==> src/rtl/key_pkg.sv <==
// ---------------------------------------------------------------------------
// key_pkg
// Shared definitions for the key event controller:
//   - evt_type_e  : event type encodings carried on evt_type
//   - key_state_e : per-key press-classification FSM states
// ---------------------------------------------------------------------------
package key_pkg;

    typedef enum logic [1:0] {
        EVT_SHORT  = 2'b00,
        EVT_LONG   = 2'b01,
        EVT_REPEAT = 2'b10
    } evt_type_e;

    typedef enum logic [1:0] {
        ST_IDLE = 2'b00,
        ST_HELD = 2'b01,
        ST_LONG = 2'b10
    } key_state_e;

endpackage : key_pkg

==> src/rtl/key_press_fsm.sv <==
// ---------------------------------------------------------------------------
// key_press_fsm
// Classifies presses of one debounced key into SHORT / LONG (and, when the
// KEY_EVT_AUTO_REPEAT_EN macro is defined, periodic REPEAT) events.
//
// Ports:
//   sys_clk    in   system clock
//   sys_rst    in   asynchronous active-low reset
//   key_level  in   debounced key level (polarity set by ACTIVE_LOW)
//   evt_raise  out  one-cycle strobe: an event is raised this cycle
//   evt_type   out  type of the raised event (valid with evt_raise)
//
// Build option: `define KEY_EVT_AUTO_REPEAT_EN adds the repeat counter.
// ---------------------------------------------------------------------------
module key_press_fsm
    import key_pkg::*;
#(
    parameter int CNT_W      = 26,
    parameter int LONG_CNT   = 32'sd50_000_000,
`ifdef KEY_EVT_AUTO_REPEAT_EN
    parameter int REPEAT_CNT = 32'sd10_000_000,
`endif
    parameter bit ACTIVE_LOW = 1'b1
) (
    input  logic      sys_clk,
    input  logic      sys_rst,
    input  logic      key_level,
    output logic      evt_raise,
    output evt_type_e evt_type
);

    localparam logic [CNT_W-1:0] LONG_LAST = CNT_W'(LONG_CNT - 32'sd1);
    localparam logic [CNT_W-1:0] CNT_MAX   = {CNT_W{1'b1}};
    localparam logic [CNT_W-1:0] CNT_ONE   = CNT_W'(32'd1);
    localparam logic [CNT_W-1:0] CNT_ZERO  = {CNT_W{1'b0}};
`ifdef KEY_EVT_AUTO_REPEAT_EN
    localparam logic [CNT_W-1:0] REP_LAST  = CNT_W'(REPEAT_CNT - 32'sd1);
`endif

    logic             pressed_s;
    logic             press_edge_s;
    logic             prev_r;
    key_state_e       state_r;
    key_state_e       state_nxt_s;
    logic [CNT_W-1:0] cnt_r;
    logic [CNT_W-1:0] cnt_nxt_s;
    logic             raise_s;
    evt_type_e        raise_type_s;
`ifdef KEY_EVT_AUTO_REPEAT_EN
    logic [CNT_W-1:0] rep_cnt_r;
    logic [CNT_W-1:0] rep_nxt_s;
`endif

    assign pressed_s    = key_level ^ ACTIVE_LOW;
    // prev_r resets to "released", so a key held through reset gives an edge.
    assign press_edge_s = pressed_s & ~prev_r;

    // State, hold counter and previous-level register.
    always_ff @(posedge sys_clk or negedge sys_rst) begin
        if (!sys_rst) begin
            prev_r    <= 1'b0;
            state_r   <= ST_IDLE;
            cnt_r     <= CNT_ZERO;
`ifdef KEY_EVT_AUTO_REPEAT_EN
            rep_cnt_r <= CNT_ZERO;
`endif
        end else begin
            prev_r    <= pressed_s;
            state_r   <= state_nxt_s;
            cnt_r     <= cnt_nxt_s;
`ifdef KEY_EVT_AUTO_REPEAT_EN
            rep_cnt_r <= rep_nxt_s;
`endif
        end
    end

    // Next-state, counter update and event raise strobe.
    always_comb begin
        state_nxt_s  = state_r;
        cnt_nxt_s    = cnt_r;
        raise_s      = 1'b0;
        raise_type_s = EVT_SHORT;
`ifdef KEY_EVT_AUTO_REPEAT_EN
        rep_nxt_s    = rep_cnt_r;
`endif
        case (state_r)
            ST_IDLE: begin
                if (press_edge_s) begin
                    state_nxt_s = ST_HELD;
                    cnt_nxt_s   = CNT_ZERO;
                end else begin
                    state_nxt_s = ST_IDLE;
                end
            end
            ST_HELD: begin
                // A release is checked first: releasing on the threshold cycle is still SHORT.
                if (!pressed_s) begin
                    raise_s      = 1'b1;
                    raise_type_s = EVT_SHORT;
                    state_nxt_s  = ST_IDLE;
                end else if (cnt_r == LONG_LAST) begin
                    raise_s      = 1'b1;
                    raise_type_s = EVT_LONG;
                    state_nxt_s  = ST_LONG;
`ifdef KEY_EVT_AUTO_REPEAT_EN
                    rep_nxt_s    = CNT_ZERO;
`endif
                end else if (cnt_r != CNT_MAX) begin
                    cnt_nxt_s = cnt_r + CNT_ONE;
                end else begin
                    cnt_nxt_s = cnt_r;
                end
            end
            ST_LONG: begin
                if (!pressed_s) begin
                    state_nxt_s = ST_IDLE;
`ifdef KEY_EVT_AUTO_REPEAT_EN
                    rep_nxt_s   = CNT_ZERO;
`endif
                end else begin
                    state_nxt_s = ST_LONG;
`ifdef KEY_EVT_AUTO_REPEAT_EN
                    if (rep_cnt_r == REP_LAST) begin
                        raise_s      = 1'b1;
                        raise_type_s = EVT_REPEAT;
                        rep_nxt_s    = CNT_ZERO;
                    end else begin
                        rep_nxt_s    = rep_cnt_r + CNT_ONE;
                    end
`endif
                end
            end
            default: begin
                state_nxt_s = ST_IDLE;
                cnt_nxt_s   = CNT_ZERO;
            end
        endcase
    end

    assign evt_raise = raise_s;
    assign evt_type  = raise_type_s;

endmodule : key_press_fsm

==> src/rtl/key_event_ctrl.sv <==
// ---------------------------------------------------------------------------
// key_event_ctrl
// Per-key press classification, one pending slot per key, and a round-robin
// arbiter feeding a registered valid/ready event port.
//
// Ports:
//   sys_clk     in   system clock
//   sys_rst     in   asynchronous active-low reset
//   key_status  in   NUM_KEYS debounced key levels (sys_clk synchronous)
//   evt_valid   out  event available
//   evt_ready   in   consumer accepts the event
//   evt_key     out  index of the key that produced the event
//   evt_type    out  00 SHORT, 01 LONG, 10 REPEAT
//   evt_drop    out  one-cycle pulse: a pending event was overwritten
//
// Build option: `define KEY_EVT_AUTO_REPEAT_EN enables REPEAT events.
// ---------------------------------------------------------------------------
module key_event_ctrl
    import key_pkg::*;
#(
    parameter int NUM_KEYS   = 4,
    parameter int KEY_W      = 2,
    parameter int CNT_W      = 26,
    parameter int LONG_CNT   = 32'sd50_000_000,
    parameter int REPEAT_CNT = 32'sd10_000_000,
    parameter bit ACTIVE_LOW = 1'b1
) (
    input  logic                sys_clk,
    input  logic                sys_rst,
    input  logic [NUM_KEYS-1:0] key_status,
    output logic                evt_valid,
    input  logic                evt_ready,
    output logic [KEY_W-1:0]    evt_key,
    output logic [1:0]          evt_type,
    output logic                evt_drop
);

    if ((NUM_KEYS < 32'sd2) || (NUM_KEYS > 32'sd8) || (KEY_W != $clog2(NUM_KEYS)) ||
        (LONG_CNT < 32'sd1) || (REPEAT_CNT < 32'sd1) ||
        (longint'(LONG_CNT) > (64'sd1 << CNT_W)) ||
        (longint'(REPEAT_CNT) > (64'sd1 << CNT_W))) begin : g_cfg_check
        $error("key_event_ctrl: illegal parameter combination");
    end

    logic [NUM_KEYS-1:0] raise_s;
    evt_type_e           raise_type_s [NUM_KEYS];
    logic [NUM_KEYS-1:0] pend_valid_r;
    evt_type_e           pend_type_r  [NUM_KEYS];
    logic [NUM_KEYS-1:0] gnt_s;
    logic [NUM_KEYS-1:0] drop_s;
    logic                load_s;
    logic                found_s;
    int                  cand_s;
    logic [KEY_W-1:0]    cand_idx_s;
    logic [KEY_W-1:0]    gnt_idx_s;
    logic [KEY_W-1:0]    rr_ptr_r;
    logic [KEY_W-1:0]    rr_nxt_s;
    logic                evt_valid_r;
    logic [KEY_W-1:0]    evt_key_r;
    evt_type_e           evt_type_r;
    logic                evt_drop_r;

    for (genvar k = 0; k < NUM_KEYS; k++) begin : g_key
        key_press_fsm #(
            .CNT_W      (CNT_W),
            .LONG_CNT   (LONG_CNT),
`ifdef KEY_EVT_AUTO_REPEAT_EN
            .REPEAT_CNT (REPEAT_CNT),
`endif
            .ACTIVE_LOW (ACTIVE_LOW)
        ) u_fsm (
            .sys_clk   (sys_clk),
            .sys_rst   (sys_rst),
            .key_level (key_status[k]),
            .evt_raise (raise_s[k]),
            .evt_type  (raise_type_s[k])
        );
    end

    // Round-robin search from rr_ptr_r; grant only when the output register can load.
    always_comb begin
        load_s     = ~evt_valid_r | evt_ready;
        found_s    = 1'b0;
        gnt_idx_s  = {KEY_W{1'b0}};
        cand_s     = 32'sd0;
        cand_idx_s = {KEY_W{1'b0}};
        for (int i = 0; i < NUM_KEYS; i++) begin
            cand_s     = int'(rr_ptr_r) + i;
            cand_s     = (cand_s >= NUM_KEYS) ? (cand_s - NUM_KEYS) : cand_s;
            cand_idx_s = KEY_W'(cand_s);
            if (pend_valid_r[cand_idx_s] && !found_s) begin
                found_s   = 1'b1;
                gnt_idx_s = cand_idx_s;
            end else begin
                found_s   = found_s;
                gnt_idx_s = gnt_idx_s;
            end
        end
        gnt_s            = {NUM_KEYS{1'b0}};
        gnt_s[gnt_idx_s] = load_s & found_s;
        rr_nxt_s = (int'(gnt_idx_s) == (NUM_KEYS - 32'sd1)) ? {KEY_W{1'b0}}
                                                            : gnt_idx_s + KEY_W'(32'd1);
    end

    // A raise overwrites a slot that is still valid unless that slot leaves this cycle.
    assign drop_s = raise_s & pend_valid_r & ~gnt_s;

    // Pending slots and the registered drop pulse.
    always_ff @(posedge sys_clk or negedge sys_rst) begin
        if (!sys_rst) begin
            pend_valid_r <= {NUM_KEYS{1'b0}};
            evt_drop_r   <= 1'b0;
            for (int k = 0; k < NUM_KEYS; k++) begin
                pend_type_r[k] <= EVT_SHORT;
            end
        end else begin
            evt_drop_r <= |drop_s;
            for (int k = 0; k < NUM_KEYS; k++) begin
                if (raise_s[k]) begin
                    pend_valid_r[k] <= 1'b1;
                    pend_type_r[k]  <= raise_type_s[k];
                end else if (gnt_s[k]) begin
                    pend_valid_r[k] <= 1'b0;
                end
            end
        end
    end

    // Output register; key/type only change when a new event is loaded.
    always_ff @(posedge sys_clk or negedge sys_rst) begin
        if (!sys_rst) begin
            evt_valid_r <= 1'b0;
            evt_key_r   <= {KEY_W{1'b0}};
            evt_type_r  <= EVT_SHORT;
            rr_ptr_r    <= {KEY_W{1'b0}};
        end else if (load_s) begin
            evt_valid_r <= found_s;
            if (found_s) begin
                evt_key_r  <= gnt_idx_s;
                evt_type_r <= pend_type_r[gnt_idx_s];
                rr_ptr_r   <= rr_nxt_s;
            end
        end
    end

    assign evt_valid = evt_valid_r;
    assign evt_key   = evt_key_r;
    assign evt_type  = evt_type_r;
    assign evt_drop  = evt_drop_r;

endmodule : key_event_ctrl
==> config.mk <==
export PLATFORM = sky130hd
export DESIGN_NAME = key_event_ctrl
export DESIGN_NICKNAME = d
export VERILOG_FILES = /design/src/rtl/key_pkg.sv /design/src/rtl/key_press_fsm.sv /design/src/rtl/key_event_ctrl.sv
export SDC_FILE = /design/constraint.sdc
export NUM_CORES = 1
export LEC_CHECK = 0
export CORE_ASPECT_RATIO = 0.75
export CORE_MARGIN = 2
export CORE_UTILIZATION = 55
export DETAILED_ROUTE_END_ITERATION = 6
export PLACE_DENSITY = 0.71
export SLEW_MARGIN = 20
export SYNTH_ARGS = -nofsm -noshare
export SYNTH_HDL_FRONTEND = slang
export SYNTH_HIERARCHICAL = 1
export SYNTH_SLANG_ARGS = --single-unit
==> constraint.sdc <==
create_clock -name sys_clk -period 2.45 [get_ports sys_clk]
set_input_delay 0.49 -clock sys_clk [delete_from_list [all_inputs] [get_ports sys_clk]]
set_output_delay 0.49 -clock sys_clk [all_outputs]
set_load 0.01 [all_outputs]
==> results of run 1 <==
logic make-up after synthesis:
family | after synthesis | share of synthesized area (%)
buffers and inverters | 82 | 5.15
and+or+nand+nor | 438 | 29.4
AOI/OAI and AO/OA | 198 | 19.4
other | 4 | 0.169
DFF | 136 | 38.4
adders and majority gates | 24 | 3.39
muxes | 35 | 4.07
synthesized netlist by cell type (all sizes together), types with 9 or more instances:
cell type  number
o21ai          14
a211o           9
and3           19
o31ai          52
dfrtp         136
nand2b         17
ha             24
o211ai         28
nor3           23
and4           13
or4             9
nand2         111
o311ai         18
nand4          41
nor4           26
and2           23
nand3          59
inv            32
nor4b          11
mux2i          27
or2            11
nor2           43
a31oi          10
or3            14
clkbuf         23
buf            27
through the flow:
step	util [%]	total power [mW]	instance area (µm²)	std cells	setup slack (ns)
2_1_floorplan	-	3.63	8860	917	0.132
3_3_place_gp	59.0	4.14	9390	1145	0.125
3_5_place_dp	59.0	4.16	9390	1145	0.0798
4_1_cts	62.6	6.65	9960	1176	0.0957
5_1_grt	62.7	6.98	9980	1176	0.0364
6_report	62.7	6.60	9980	1176	0.176
worst paths after layout:
check	end	cells past startpoint	slack, ns	from
max	pend_type_r[1]	6	0.18	g_key[3].u_fsm/cnt_r[16]
min	g_key[2].u_fsm/cnt_r[15]	1	0.48	g_key[2].u_fsm/cnt_r[15]
max reg2reg	pend_type_r[1]	6	0.18	g_key[3].u_fsm/cnt_r[16]
min reg2reg	g_key[2].u_fsm/cnt_r[15]	1	0.48	g_key[2].u_fsm/cnt_r[15]
max in group asynchronous	g_key[2].u_fsm/cnt_r[11]	3	1.29	sys_rst
min in group asynchronous	g_key[0].u_fsm/cnt_r[3]	2	0.56	sys_rst
what timing repair did:
item	4_1_cts	5_1_grt
hold buffers	1	0
gates resized for setup	0	2
endpoints found under the hold margin	30	0
setup endpoints to repair	0	14
power groups by stage:
| stage | Sequential [mW] | Clock [mW] | Combinational, mW |
|---|---|---|---|
| after floorplan | 2.59 | 0 | 1.04 |
| after global placement | 2.61 | 0 | 1.53 |
| after detailed placement | 2.62 | 0 | 1.55 |
| after CTS | 2.58 | 2.51 | 1.56 |
| after global routing | 2.61 | 2.62 | 1.75 |
| final | 2.58 | 2.46 | 1.56 |
sequential cells by signal, indices dropped and copies added (netlist names):
signal	cells
evt_key	2
pend_valid_r	4
evt_valid	1
g_key.u_fsm/state_r	8
pend_type_r	8
rr_ptr_r	2
g_key.u_fsm/prev_r	4
evt_type	2
evt_drop	1
g_key.u_fsm/cnt_r	104
metal layers:
metal  vias to the layer above  track usage (%)  wire length [µm]
li1                       3588                -                 -
met1                      3613             38.0             10200
met2                       214             37.6              9000
met3                        18             5.48              1080
met4                         0             5.79               170
met5                         -                0                 0
layout make-up:
type | count | area (µm²) | share of cell area, %
inverters | 32 | 120 | 1.20
flip-flops and latches | 136 | 3400 | 34.1
clock buffers | 22 | 454 | 4.55
multi-input cells | 699 | 5020 | 50.3
clock inverters | 8 | 98.8 | 0.991
well taps | 210 | 263 | 2.63
repair buffers | 69 | 614 | 6.16
==> impl_metrics.json, run 1 <==
{
  "outcome": "finished clean",
  "syn_area_per_cell_um2": 9.67,
  "ir_drop_v": 0.000545,
  "insertion_delay_ns": 0.42,
  "final_nets": 986,
  "num_vias": 7433,
  "hold_class": "reg2reg",
  "post_cts_buffers": 0,
  "critPathLaunchType": "register",
  "final_max_slew_viol_count": 0,
  "drtIter0Drc": 616,
  "cap_violations": 0,
  "critical_path_buf_inv_count": 1,
  "power_density_nw_per_um2": 662,
  "synth_cells": 917,
  "rows": 40,
  "wl_um": 20500,
  "worstSetupPathType": "reg2reg",
  "netSwitchingFraction_pct": 31.2,
  "layout_common_cells": "dfrtp_1 (136), nand2_1 (111), nand3_1 (54), buf_4 (51), nor2_1 (43)",
  "root_buffer": "clkbuf_16",
  "p_switching_mw": 2.06,
  "dp_hpwl_um": 14100,
  "via_per_inst": 6.32,
  "grt.total_usage_pct": 25.3,
  "seq_area_frac_synth_pct": 38.4,
  "clkSinkCount": 136,
  "post-route-min-period_ns": 2.27,
  "cts_inserted_buffers": 17,
  "leakagePower_nw": 4.14,
  "yosysUniqueCellTypes": 79,
  "yosys.area.top_type": "dfrtp_1",
  "grt_pass1_wl_um": 35300,
  "fillCellCount": 1343,
  "tritoncts": "yes",
  "setup_viol": 0,
  "critical_path.max_stage_delay_ns": 0.58,
  "core_um2": 15900,
  "p_comb_share_pct": 23.6,
  "worstMarginPinSlew_ns": 0.692,
  "cp.arrival_ns": 2.58,
  "tns_ns": 0,
  "clockBufferDepth": 2,
  "wl_per_cell_um": 17.4,
  "place_congestion": 0.871,
  "slew_headroom_pct": 53.3,
  "grt_antenna_before_repair": 0,
  "synth_top_cell_area_share_pct": 38.4,
  "grt_pass1_vias": 7083,
  "initial_core_util_pct": 55.7,
  "drive_above_1_share_pct": 17.2,
  "clk_pin_slew_ns": 0.06,
  "end_kind": "register",
  "io_pins": 13,
  "worst_ep_required_time_ns": 2.75,
  "die_h_um": 114,
  "diodes": 0,
  "cts.htree.levels": 4,
  "drtPass1Iterations": 5,
  "grt_max_degree": 39,
  "synth_edf_count": 0,
  "yosys-top-cells-area": "dfrtp_1 (38%), nand2_1 (4.7%), ha_1 (3.4%)",
  "remaining_drc_errors": 0,
  "critPathSlowestCell": "or4_1",
  "power_frac_seq_pct": 39.1,
  "clock.fmax_ghz": 0.440,
  "grt-ovfl-total": 0,
  "critPathMaxFanout": 6,
  "yosysWarnings": 6,
  "antenna_left": 0,
  "synth_fp_nets": 948,
  "intPower_mw": 4.54,
  "ys.flop_type": "dfrtp_1",
  "netlist_area_um2": 8860,
  "path_cells": "nor4_1, nand2_1, or4_1, a21boi_0, buf_4, mux2_2",
  "synth.ff_latch_count": 136,
  "die-area_um2": 17200,
  "numPortBuffers": 12,
  "hold_viol_final": 0,
  "crit_family": "simple AND/OR/NAND/NOR gates",
  "synthToLayoutAreaGrowth_pct": 12.5,
  "post-route-period-util_pct": 92.8,
  "pwr-share-clk_pct": 37.3,
  "rsz0062_at_grt": "false",
  "fin_skew_ns": 0.0110,
  "async_reset_ff_share_pct": 100,
  "final_common_cell": "dfrtp_1",
  "die_w_um": 151,
  "hold_ws_ns": 0.476
}
Note: power is estimated with default switching activity, not from simulation.
==> run 2, diff against run 1 <==
--- a/config.mk
+++ b/config.mk
@@ -9,7 +9,7 @@
 export CORE_MARGIN = 2
 export CORE_UTILIZATION = 55
 export DETAILED_ROUTE_END_ITERATION = 6
-export PLACE_DENSITY = 0.71
+export PLACE_DENSITY = 0.68
 export SLEW_MARGIN = 20
 export SYNTH_ARGS = -nofsm -noshare
 export SYNTH_HDL_FRONTEND = slang
==> constraint.sdc (replaced) <==
create_clock -name sys_clk -period 2.5 [get_ports sys_clk]
set_input_delay 0.5 -clock sys_clk [delete_from_list [all_inputs] [get_ports sys_clk]]
set_output_delay 0.5 -clock sys_clk [all_outputs]
set_load 0.01 [all_outputs]
==> run 2 against run 1 <==
Critical path type unchanged. Sequential share of layout area rose by 0.32 points. Utilization is 0.57 points lower. Combinational power fell by 4%. Cell count decreased by 0.94%. Largest cell class unchanged. Highest routed layer unchanged.
==> impl_metrics.json, run 2 (synthesized netlist as in run 1, its figures left out) <==
{
  "clkSinkCount": 136,
  "place_congestion": 0.925,
  "synthToLayoutAreaGrowth_pct": 11.5,
  "p_total_mw": 6.59,
  "critPathMaxFanout": 8,
  "final_max_slew_viol_count": 0,
  "die_w_um": 151,
  "top_register": "g_key.u_fsm/cnt_r",
  "critPathSlowestCell": "or3_4",
  "critPathLaunchType": "register",
  "via_per_inst": 6.55,
  "num_vias": 7628,
  "grt_pass1_wl_um": 37000,
  "fin_skew_ns": 0.0103,
  "rsz0062_at_grt": "false",
  "final_common_cell": "dfrtp_1",
  "ff2ff_path_depth": 6,
  "preCtsSetupSlack_ns": 0.00173,
  "drtPass1Iterations": 6,
  "die_h_um": 114,
  "worst_ep_required_time_ns": 2.82,
  "slew_headroom_pct": 52.0,
  "cp.arrival_ns": 2.68,
  "post-route-min-period_ns": 2.36,
  "wl_um": 21600,
  "end_kind": "register",
  "tritoncts": "yes",
  "critical_path.max_stage_delay_ns": 0.49,
  "cts_inserted_buffers": 17,
  "drtIter0Drc": 730,
  "cap_violations": 0,
  "ir_drop_v": 0.000574,
  "hold_ws_ns": 0.00336,
  "remaining_drc_errors": 0,
  "initial_core_util_pct": 55.7,
  "final_nets": 973,
  "largest_reg_flops": 104,
  "root_buffer": "clkbuf_16",
  "grt_pass1_vias": 7412,
  "numPortBuffers": 12,
  "timing.rr.end": "pend_type_r[5]",
  "largestRegisters": "g_key.u_fsm/cnt_r (104), g_key.u_fsm/state_r (8), pend_type_r (8)",
  "dp_hpwl_um": 14800,
  "hold_viol_final": 0,
  "post_cts_buffers": 0,
  "die-area_um2": 17200,
  "grt-ovfl-total": 0,
  "power_density_nw_per_um2": 667,
  "timing.rr.start": "g_key[1].u_fsm/cnt_r[1]",
  "rows": 40,
  "clk_pin_slew_ns": 0.06,
  "grt_max_degree": 49,
  "drive_above_1_share_pct": 17.0,
  "grt_antenna_before_repair": 0,
  "io_pins": 13,
  "grt.total_usage_pct": 26.7,
  "diodes": 0,
  "tns_ns": 0,
  "fillCellCount": 1325,
  "clock.fmax_ghz": 0.423,
  "reg2reg_setup_slack_ns": 0.14,
  "setup_viol": 0,
  "worstMarginPinSlew_ns": 0.712,
  "hold_class": "in2async",
  "clockBufferDepth": 2,
  "wl_per_cell_um": 18.5,
  "outcome": "finished clean",
  "antenna_left": 0,
  "setup_ws_ns": 0.137,
  "cts.htree.levels": 4,
  "core_um2": 15900,
  "leakagePower_nw": 4.08,
  "post-route-period-util_pct": 94.5,
  "layout_common_cells": "dfrtp_1 (136), nand2_1 (111), nand3_1 (54), nor2_1 (43), buf_4 (42)",
  "path_cells": "ha_1, nand3_2, or3_4, nor3_1, o21a_1, mux2_2",
  "worstSetupPathType": "reg2reg",
  "insertion_delay_ns": 0.43
}
## run 2: cell types whose count changed in the layout (fill, tap and decap cells not counted), sizes merged
cell,change
buf,-12
clkbuf,-5
inv,+4
clkinv,+2
clkinvlp,+1
dlygate4sd3,-1
## run 2: stage by stage
stage	cells	cell area [µm²]	util, %
after floorplan	917	8860	-
after global placement	1133	9270	58.2
after detailed placement	1133	9270	58.2
after CTS	1165	9860	61.9
after global routing	1165	9880	62.1
final	1165	9880	62.1
## run 2: area by class of cell
cell class / count / area (µm²) / share of cell area, %
multi-input cells: 699 / 5030 / 50.9
flip-flops and latches: 136 / 3400 / 34.4
repair buffers: 56 / 477 / 4.82
clock buffers: 17 / 425 / 4.30
well taps: 210 / 263 / 2.66
clock inverters: 15 / 166 / 1.68
inverters: 32 / 120 / 1.22
## run 2: worst max-delay path by stage
stage / end / from / slack, ns / cells after the start
after CTS: g_key[1].u_fsm/cnt_r[24] / g_key[1].u_fsm/cnt_r[0] / 0.02 / 6
after global routing: g_key[1].u_fsm/cnt_r[16] / g_key[1].u_fsm/cnt_r[0] / 0.03 / 6
final: pend_type_r[5] / g_key[1].u_fsm/cnt_r[1] / 0.14 / 6
after floorplan: pend_type_r[0] / g_key[3].u_fsm/cnt_r[10] / 0.18 / 7
after global placement: g_key[0].u_fsm/cnt_r[13] / key_status[0] / 0.11 / 7
after detailed placement: g_key[2].u_fsm/cnt_r[3] / key_status[2] / 0.002 / 7
## run 2: repair_timing
item / 4_1_cts / 5_1_grt
hold buffers: 0 / 0
gates resized for setup: 0 / 4
setup endpoints to repair: 0 / 28
## run 2: critical path, delay by kind of cell (launching register included)
family / cells / cell delay, ns
DFF: 1 / 0.43
adders and majority gates: 1 / 0.29
AOI/OAI and AO/OA: 1 / 0.24
muxes: 1 / 0.35
and+or+nand+nor: 3 / 0.95
## run 2: metal layers
metal,global-route usage [%],vias up,wire length (µm)
li1,-,3565,-
met4,8.22,0,247
met2,40.6,258,9920
met1,39.0,3782,10200
met3,4.88,23,1230
met5,0,-,0
## run 2: power breakdown
group / switching [mW] / total (mW) / internal, mW
logic: 0.928 / 1.50 / 0.573
clock network: 1.06 / 2.54 / 1.49
registers: 0.181 / 2.54 / 2.36
total: 2.17 / 6.59 / 4.42
